$ cat src/rtl/writeback_queue_if.sv
// Producer, register-file write and operand-lookup signals of the writeback queue.
interface writeback_queue_if;
  logic        mem_valid;
  logic [4:0]  mem_rd;
  logic [31:0] mem_data;
  logic        alu_valid;
  logic [4:0]  alu_rd;
  logic [31:0] alu_data;
  logic        WE;
  logic [4:0]  WrReg;
  logic [31:0] InData;
  logic        stall;
  logic        overflow;
  logic [4:0]  lkA;
  logic [4:0]  lkB;
  logic        hitA;
  logic        hitB;
  logic [31:0] fwdA;
  logic [31:0] fwdB;

  // Pipeline / producer side.
  modport master (
    output mem_valid, mem_rd, mem_data, alu_valid, alu_rd, alu_data, lkA, lkB,
    input  WE, WrReg, InData, stall, overflow, hitA, hitB, fwdA, fwdB
  );

  // Queue side.
  modport slave (
    input  mem_valid, mem_rd, mem_data, alu_valid, alu_rd, alu_data, lkA, lkB,
    output WE, WrReg, InData, stall, overflow, hitA, hitB, fwdA, fwdB
  );
endinterface

$ cat src/rtl/writeback_queue.sv
// Writeback queue: merges mem and alu results into a single register-file write port,
// one write per cycle, with a bypass lookup over all not-yet-committed entries.
module writeback_queue #(
  parameter int unsigned DEPTH = 4
) (
  input logic             clock,
  input logic             reset,
  writeback_queue_if.slave bus
);

  localparam int unsigned    PtrW    = (DEPTH > 2) ? $clog2(DEPTH) : 1;
  localparam int unsigned    CntW    = $clog2(DEPTH + 1);
  localparam logic [CntW-1:0] DepthC  = CntW'(DEPTH);
  localparam logic [PtrW-1:0] LastPtr = PtrW'(DEPTH - 1);

  typedef logic [PtrW-1:0] ptr_t;

  logic [4:0]      rdQ   [DEPTH];
  logic [31:0]     dataQ [DEPTH];
  ptr_t            headQ, headD, tailQ, tailD, tailNext, aluIdx;
  logic [CntW-1:0] countQ, countD, freeSlots;
  logic            overflowQ, overflowD;
  logic            pop, memPush, aluPush, memAcc, aluAcc;

  // Pointers wrap modulo DEPTH, which need not be a power of two.
  function automatic ptr_t incPtr(input ptr_t p);
    return (p == LastPtr) ? '0 : p + 1'b1;
  endfunction

  // Next-state: pop head, then accept mem before alu into the space the pop leaves.
  always_comb begin
    pop       = (countQ != '0);
    memPush   = bus.mem_valid && (bus.mem_rd != '0);
    aluPush   = bus.alu_valid && (bus.alu_rd != '0);
    freeSlots = DepthC - countQ + CntW'(pop);
    memAcc    = memPush && (freeSlots != '0);
    // alu is the one dropped first when only one slot remains.
    aluAcc    = aluPush && (freeSlots > CntW'(memAcc));
    countD    = countQ - CntW'(pop) + CntW'(memAcc) + CntW'(aluAcc);
    headD     = pop ? incPtr(headQ) : headQ;
    tailNext  = incPtr(tailQ);
    aluIdx    = memAcc ? tailNext : tailQ;
    tailD     = tailQ;
    if (memAcc && aluAcc) begin
      tailD = incPtr(tailNext);
    end else if (memAcc || aluAcc) begin
      tailD = tailNext;
    end
    overflowD = overflowQ | (memPush & ~memAcc) | (aluPush & ~aluAcc);
  end

  // State registers and entry storage; reset discards every queued entry.
  always_ff @(posedge clock or posedge reset) begin
    if (reset) begin
      headQ     <= '0;
      tailQ     <= '0;
      countQ    <= '0;
      overflowQ <= 1'b0;
      for (int unsigned i = 0; i < DEPTH; i++) begin
        rdQ[i]   <= '0;
        dataQ[i] <= '0;
      end
    end else begin
      headQ     <= headD;
      tailQ     <= tailD;
      countQ    <= countD;
      overflowQ <= overflowD;
      if (memAcc) begin
        rdQ[tailQ]   <= bus.mem_rd;
        dataQ[tailQ] <= bus.mem_data;
      end
      if (aluAcc) begin
        rdQ[aluIdx]   <= bus.alu_rd;
        dataQ[aluIdx] <= bus.alu_data;
      end
    end
  end

  // Register-file write port and status flags from registered state only.
  always_comb begin
    bus.WE       = (countQ != '0);
    bus.WrReg    = bus.WE ? rdQ[headQ] : '0;
    bus.InData   = bus.WE ? dataQ[headQ] : '0;
    bus.stall    = (countQ >= DepthC - 1'b1);
    bus.overflow = overflowQ;
  end

  // Bypass lookup: walk oldest to youngest so the youngest match wins; head included.
  always_comb begin
    ptr_t p;
    bus.hitA = 1'b0;
    bus.hitB = 1'b0;
    bus.fwdA = '0;
    bus.fwdB = '0;
    p        = headQ;
    for (int unsigned i = 0; i < DEPTH; i++) begin
      if (CntW'(i) < countQ) begin
        if ((bus.lkA != '0) && (rdQ[p] == bus.lkA)) begin
          bus.hitA = 1'b1;
          bus.fwdA = dataQ[p];
        end
        if ((bus.lkB != '0) && (rdQ[p] == bus.lkB)) begin
          bus.hitB = 1'b1;
          bus.fwdB = dataQ[p];
        end
      end
      p = incPtr(p);
    end
  end

endmodule

$ cat src/flat_wrapper.sv
// flat-port wrapper written by rule: the top's interface ports become plain ports
module writeback_queue_flat 
#(
  parameter int unsigned DEPTH = 4
)
  (clock, reset, bus_mem_valid, bus_mem_rd, bus_mem_data, bus_alu_valid, bus_alu_rd, bus_alu_data, bus_lkA, bus_lkB, bus_WE, bus_WrReg, bus_InData, bus_stall, bus_overflow, bus_hitA, bus_hitB, bus_fwdA, bus_fwdB);
  writeback_queue_if bus_i ();
  input logic clock;
  input logic reset;
  input wire logic [$bits(bus_i.mem_valid)-1:0] bus_mem_valid;
  input wire logic [$bits(bus_i.mem_rd)-1:0] bus_mem_rd;
  input wire logic [$bits(bus_i.mem_data)-1:0] bus_mem_data;
  input wire logic [$bits(bus_i.alu_valid)-1:0] bus_alu_valid;
  input wire logic [$bits(bus_i.alu_rd)-1:0] bus_alu_rd;
  input wire logic [$bits(bus_i.alu_data)-1:0] bus_alu_data;
  input wire logic [$bits(bus_i.lkA)-1:0] bus_lkA;
  input wire logic [$bits(bus_i.lkB)-1:0] bus_lkB;
  output wire logic [$bits(bus_i.WE)-1:0] bus_WE;
  output wire logic [$bits(bus_i.WrReg)-1:0] bus_WrReg;
  output wire logic [$bits(bus_i.InData)-1:0] bus_InData;
  output wire logic [$bits(bus_i.stall)-1:0] bus_stall;
  output wire logic [$bits(bus_i.overflow)-1:0] bus_overflow;
  output wire logic [$bits(bus_i.hitA)-1:0] bus_hitA;
  output wire logic [$bits(bus_i.hitB)-1:0] bus_hitB;
  output wire logic [$bits(bus_i.fwdA)-1:0] bus_fwdA;
  output wire logic [$bits(bus_i.fwdB)-1:0] bus_fwdB;
  assign bus_i.mem_valid = bus_mem_valid;
  assign bus_i.mem_rd = bus_mem_rd;
  assign bus_i.mem_data = bus_mem_data;
  assign bus_i.alu_valid = bus_alu_valid;
  assign bus_i.alu_rd = bus_alu_rd;
  assign bus_i.alu_data = bus_alu_data;
  assign bus_i.lkA = bus_lkA;
  assign bus_i.lkB = bus_lkB;
  assign bus_WE = bus_i.WE;
  assign bus_WrReg = bus_i.WrReg;
  assign bus_InData = bus_i.InData;
  assign bus_stall = bus_i.stall;
  assign bus_overflow = bus_i.overflow;
  assign bus_hitA = bus_i.hitA;
  assign bus_hitB = bus_i.hitB;
  assign bus_fwdA = bus_i.fwdA;
  assign bus_fwdB = bus_i.fwdB;
  writeback_queue #(.DEPTH(DEPTH)) u_core (.clock(clock), .reset(reset), .bus(bus_i));
endmodule
$ cat config.mk
export PLATFORM = sky130hd
export DESIGN_NAME = writeback_queue_flat
export DESIGN_NICKNAME = d
export VERILOG_FILES = /design/src/rtl/writeback_queue_if.sv /design/src/rtl/writeback_queue.sv /design/src/flat_wrapper.sv
export SDC_FILE = /design/constraint.sdc
export NUM_CORES = 1
export LEC_CHECK = 0
export CORE_UTILIZATION = 50
export CTS_CLUSTER_SIZE = 16
export DETAILED_ROUTE_END_ITERATION = 10
export GPL_ROUTABILITY_DRIVEN = 0
export PLACE_DENSITY_LB_ADDON = 0.12
export SETUP_SLACK_MARGIN = 0.02
export SLEW_MARGIN = 20
export SYNTH_ARGS = -nofsm -noshare
export SYNTH_HDL_FRONTEND = slang
export SYNTH_SLANG_ARGS = --single-unit
$ cat constraint.sdc
create_clock -name clock -period 10.56 [get_ports clock]
set_clock_uncertainty 0.1 [all_clocks]
set_input_delay 2.64 -clock clock [delete_from_list [all_inputs] [get_ports clock]]
set_output_delay 2.64 -clock clock [all_outputs]
set_load 0.1 [all_outputs]
==> impl_metrics.toml, run 1 <==
[status]
status = "finished, final reports clean"

[clock_tree]
cts_made_buffers = 17
cts_tree = "built"
htree_num_levels = 4
clock-sinks = 156
cts_setup_buffers = 0
holdBufCountCts = 0
cts_buffer_depth = 2
worstSkewPairLatency_ns = 0.44
root_buffer = "clkbuf_16"
cts.repair.resized = 0
path_clk_slew_ns = 0.06

[floorplan]
dieArea_um2 = 28100
die_x_um = 168
row_count = 60
initial_core_util = 0.509
io_pins = 194
die_y_um = 168
coreArea_um2 = 27000

[timing]
slew_violations = 0
finalCritPeriodShare = 0.897
rsz0062_at_grt = "false"
worstMarginPinSlew_ns = 1.03
fin_crit_ns = 9.48
fin_ws_ns = 1.08
setup_tns_ns = 0
slew_headroom = 0.314
fmax_mhz = 106
hold_viol = 0
setup_viol_count_final = 0

[yosys]
synthFlopType = "dfrtp_1"
synth_area_um2 = 13700
syn-num-nets = 1526
synth_seq_area_share = 0.285
synth_edf_count = 0
ys_types = 49
syn-instance-count = 1425
postSynthAreaPerCell_um2 = 9.62
ys_async_sr_fraction = 1.00
ys_seq_elements = 156
yosys_warnings = 0

[layout]
regArea_um2 = 3910
final_cell_mix = "mux2i_1, nand2_1, clkdlybuf4s50_1, dfrtp_1, nor2_1"
fin_cells = 1888
nNetsFinal = 1632
drive_gt1_frac = 0.144
synthToLayoutAreaGrowth_pct = 19.1
final_common_cell = "mux2i_1"
multi_input_area_um2 = 9200
nFillCells = 2284

[placement]
io_buffers = 193
place_inst = 1852
dp_hpwl_mm = 27.9
place_ws_ns = 1.11

[worst_hold_path]
min_path_type = "register to register"
hp-start = "u_core.bus.overflow"
holdPathEnd = "u_core.bus.overflow"
min_path_cells = 1

[route]
vias = 12000
avgViaCountPerCell = 6.38
drtIter0Drc = 962
routed_wl_mm = 43.0
antenna_left = 0
drt_first_pass_iters = 7
drcViolationCount = 0
wl_per_cell_um = 22.8

[critical_path]
reg2reg_from = "u_core.countQ[2]"
cp.arrival_ns = 6.74
endpoint_kind = "output pin"
critPathKind = "primary input to output pin"
required_ns = 7.82
r2r_slack_ns = 5.86
critPathMaxFanout = 33
reg2reg_to = "u_core.dataQ[23]"
worstSetupStartpointType = "primary input"
ff2ff_path_depth = 15

[run]
drv_cap = 0

[global_routing]
grt_overflow = 0
grt_pass1_wl_mm = 67.4
antenna_found_initial = 3
grt_max_degree = 66
track_usage = 0.310
grt_pass1_vias = 11800
cell usage after synthesis, types with 4 or more instances:
library cell,instances,area [µm²]
mux2i_1,282,2820
nand2_1,176,661
dfrtp_1,156,3900
nor2_1,115,432
a21oi_1,81,405
mux4_2,81,1820
o21ai_0,81,405
nor2b_1,70,438
clkbuf_1,55,206
buf_2,53,265
nand3_1,36,180
a221oi_1,31,272
o31ai_1,31,233
a41oi_2,30,488
xor2_1,24,210
xnor2_1,17,149
buf_1,14,52.6
inv_1,14,52.6
ha_1,11,138
nor3_1,10,50.1
buf_6,7,78.8
buf_4,5,37.5
and2_1,4,25.0
flip-flops by register name, indices dropped and copies added (netlist names):
name and count:
u_core.dataQ 128, u_core.countQ 3, u_core.rdQ 20, u_core.headQ 2, u_core.tailQ 2, u_core.bus.overflow 1
critical path, cell delays in order:
cell and delay, ns:
clkdlybuf4s50_1 0.65, nor3_1 0.12, and2_1 0.19, nor3_1 0.40, and2_2 0.85, a221oi_1 0.23, o31ai_1 0.43, clkdlybuf4s50_1 1.21
layout make-up:
cell class / instances / area share
Antenna cell: 3 / 0.000460
Clock buffer: 18 / 0.0269
Clock inverter: 14 / 0.0103
Inverter: 15 / 0.00376
Multi-Input combinational cell: 1120 / 0.563
Sequential cell: 156 / 0.239
Tap cell: 341 / 0.0261
Timing Repair Buffer: 221 / 0.130
metal layers:
metal / vias to the layer above / GRT usage / wire [µm]
met2: 471 / 0.490 / 20300
met1: 6052 / 0.423 / 18800
met4: 2 / 0.107 / 898
li1: 5448 / - / -
met3: 65 / 0.0662 / 3030
met5: - / 0 / 13
through the flow:
| step | util | hold slack, ns | instance area [µm²] |
|---|---|---|---|
| final | 0.606 | 0.367 | 16300 |
| after global routing | 0.606 | 0.381 | 16300 |
| after CTS | 0.604 | 0.366 | 16300 |
| after detailed placement | 0.582 | 0.351 | 15700 |
| after global placement | 0.582 | 0.350 | 15700 |
| after floorplan | - | 0.465 | 13700 |
cell families after synthesis:
| group | synth area share |
|---|---|
| buffers and inverters | 0.0508 |
| multiplexers | 0.343 |
| AO/OA/AOI/OAI | 0.141 |
| flip-flops | 0.285 |
| AND/OR/NAND/NOR | 0.141 |
| XOR/XNOR | 0.0262 |
| adder cells (fa/ha/maj) | 0.0130 |
how the worst max path moves through the flow:
stage,from,slack (ns),to
floorplan,bus_lkA[1],1.66,bus_fwdA[10]
global placement,bus_lkA[1],1.21,bus_fwdA[4]
detailed placement,bus_lkA[1],1.11,bus_fwdA[4]
CTS,bus_lkA[1],1.07,bus_fwdA[4]
global route,bus_lkA[1],0.96,bus_fwdA[7]
finish,bus_lkA[1],1.08,bus_fwdA[4]
Power of run 1 is left out: the tool's default activity adds up to more than one toggle a clock period on the data nets, which glitch-free logic cannot reach.
==> run 2: changes to the inputs <==
- TNS_END_PERCENT: unset -> 10
==> results of run 2 <==
Same layout as run 1: the final DEF is identical, and so are final timing and power.
Power of run 2 is left out for the same reason.
==> run 3: changes to the inputs <==
- SLEW_MARGIN: 20 -> unset
==> impl_metrics.toml, run 3 (synthesis results as in run 1) <==
[global_routing]
grt.busiest_layer = "met2"
use_met1 = 0.423
grt_pass1_vias = 11800
grt_max_degree = 66
use_met3 = 0.0662
antenna_found_initial = 3
met2_usage = 0.490
grt_overflow = 0
grt_pass1_wl_mm = 67.4
track_usage = 0.310

[clock_tree]
root_buffer = "clkbuf_16"
cts.repair.resized = 0
holdBufCountCts = 0
cts_made_buffers = 17
cts_setup_buffers = 0
path_clk_slew_ns = 0.07
cts_buffer_depth = 2
worstSkewPairLatency_ns = 0.44
htree_num_levels = 4
cts_tree = "built"
clock-sinks = 156

[timing]
rsz0062_at_grt = "false"
finalCritPeriodShare = 0.899
setup_tns_ns = 0
fin_crit_ns = 9.49
hold_viol = 0
slew_headroom = 0.215
fmax_mhz = 105
setup_viol_count_final = 0
worstMarginPinSlew_ns = 1.18
slew_violations = 0

[layout]
final_cell_mix = "mux2i_1, nand2_1, clkdlybuf4s50_1, dfrtp_1, nor2_1"
nNetsFinal = 1631
regArea_um2 = 3910
reg_top3 = "u_core.dataQ (128), u_core.rdQ (20), u_core.countQ (3)"
drive_gt1_frac = 0.144
multi_input_area_um2 = 9200
final_common_cell = "mux2i_1"
synthToLayoutAreaGrowth_pct = 18.9
largest_reg_flops = 128
largest-register = "u_core.dataQ"
nFillCells = 2285

[floorplan]
initial_core_util = 0.509
row_count = 60
die_x_um = 168
dieArea_um2 = 28100
die_y_um = 168
coreArea_um2 = 27000
io_pins = 194

[route]
drcViolationCount = 0
drtIter0Drc = 986
routed_wl_mm = 43.0
drt_first_pass_iters = 5
wl_per_cell_um = 22.8
avgViaCountPerCell = 6.38
antenna_left = 0
vias = 12000

[critical_path]
slowest_delay_ns = 1.21
crit_family = "buffers and inverters"
worstSetupStartpointType = "primary input"
path_cells = "clkdlybuf4s50_1, nor3_1, and2_1, nor3_1, and2_2, a221oi_1, o31ai_1, clkdlybuf4s50_1"
critPathMaxFanout = 33
cp.arrival_ns = 6.75
critPathBufInv = 2
critPathKind = "primary input to output pin"
endpoint_kind = "output pin"
cp_slowest_cell = "clkdlybuf4s50_1"
required_ns = 7.82

[status]
status = "finished, final reports clean"

[placement]
io_buffers = 193
dp_hpwl_mm = 27.9

[worst_hold_path]
min_path_type = "register to register"

[run]
drv_cap = 0
==> run 3: cell count changes in the layout (fill, tap and decap cells not counted), sizes merged <==
| cell | previous run | this run |
|---|---|---|
| buf | 51 | 50 |
==> run 3: metrics by stage <==
stage                     hold slack [ns]  setup slack [ns]  instances  utilization  cell area, µm²
after CTS                           0.366              1.07       1884        0.604           16300
final                               0.368              1.07       1887        0.605           16300
after global placement              0.350              1.21       1852        0.582           15700
after global routing                0.381             0.958       1886        0.605           16300
after detailed placement            0.351              1.11       1852        0.582           15700
after floorplan                     0.465              1.66       1425            -           13700
==> run 3: per-layer routing <==
metal,up-vias,part of all wire,routed length (µm)
li1,5443,-,-
met1,6038,0.43,18500
met2,489,0.47,20100
met3,65,0.080,3450
met4,2,0.021,881
met5,-,0.00030,13
==> run 3: worst paths after layout <==
path                                     start             endpoint  slack [ns]  cells past startpoint
min                        u_core.bus.overflow  u_core.bus.overflow        0.37                      1
max reg2reg                   u_core.countQ[2]     u_core.dataQ[23]        5.40                     15
min in group asynchronous                reset    u_core.dataQ[114]        2.50                      2
max                                 bus_lkA[1]          bus_fwdA[4]        1.07                      8
min reg2reg                u_core.bus.overflow  u_core.bus.overflow        0.37                      1
max in group asynchronous                reset      u_core.headQ[0]        5.97                      4
==> run 3: area by class of cell <==
cell class,instances,share of cell area
Sequential cell,156,0.240
Clock buffer,18,0.0269
Tap cell,341,0.0262
Antenna cell,3,0.000461
Multi-Input combinational cell,1120,0.564
Clock inverter,14,0.0104
Inverter,15,0.00376
Timing Repair Buffer,220,0.128
Power of run 3 is left out for the same reason.
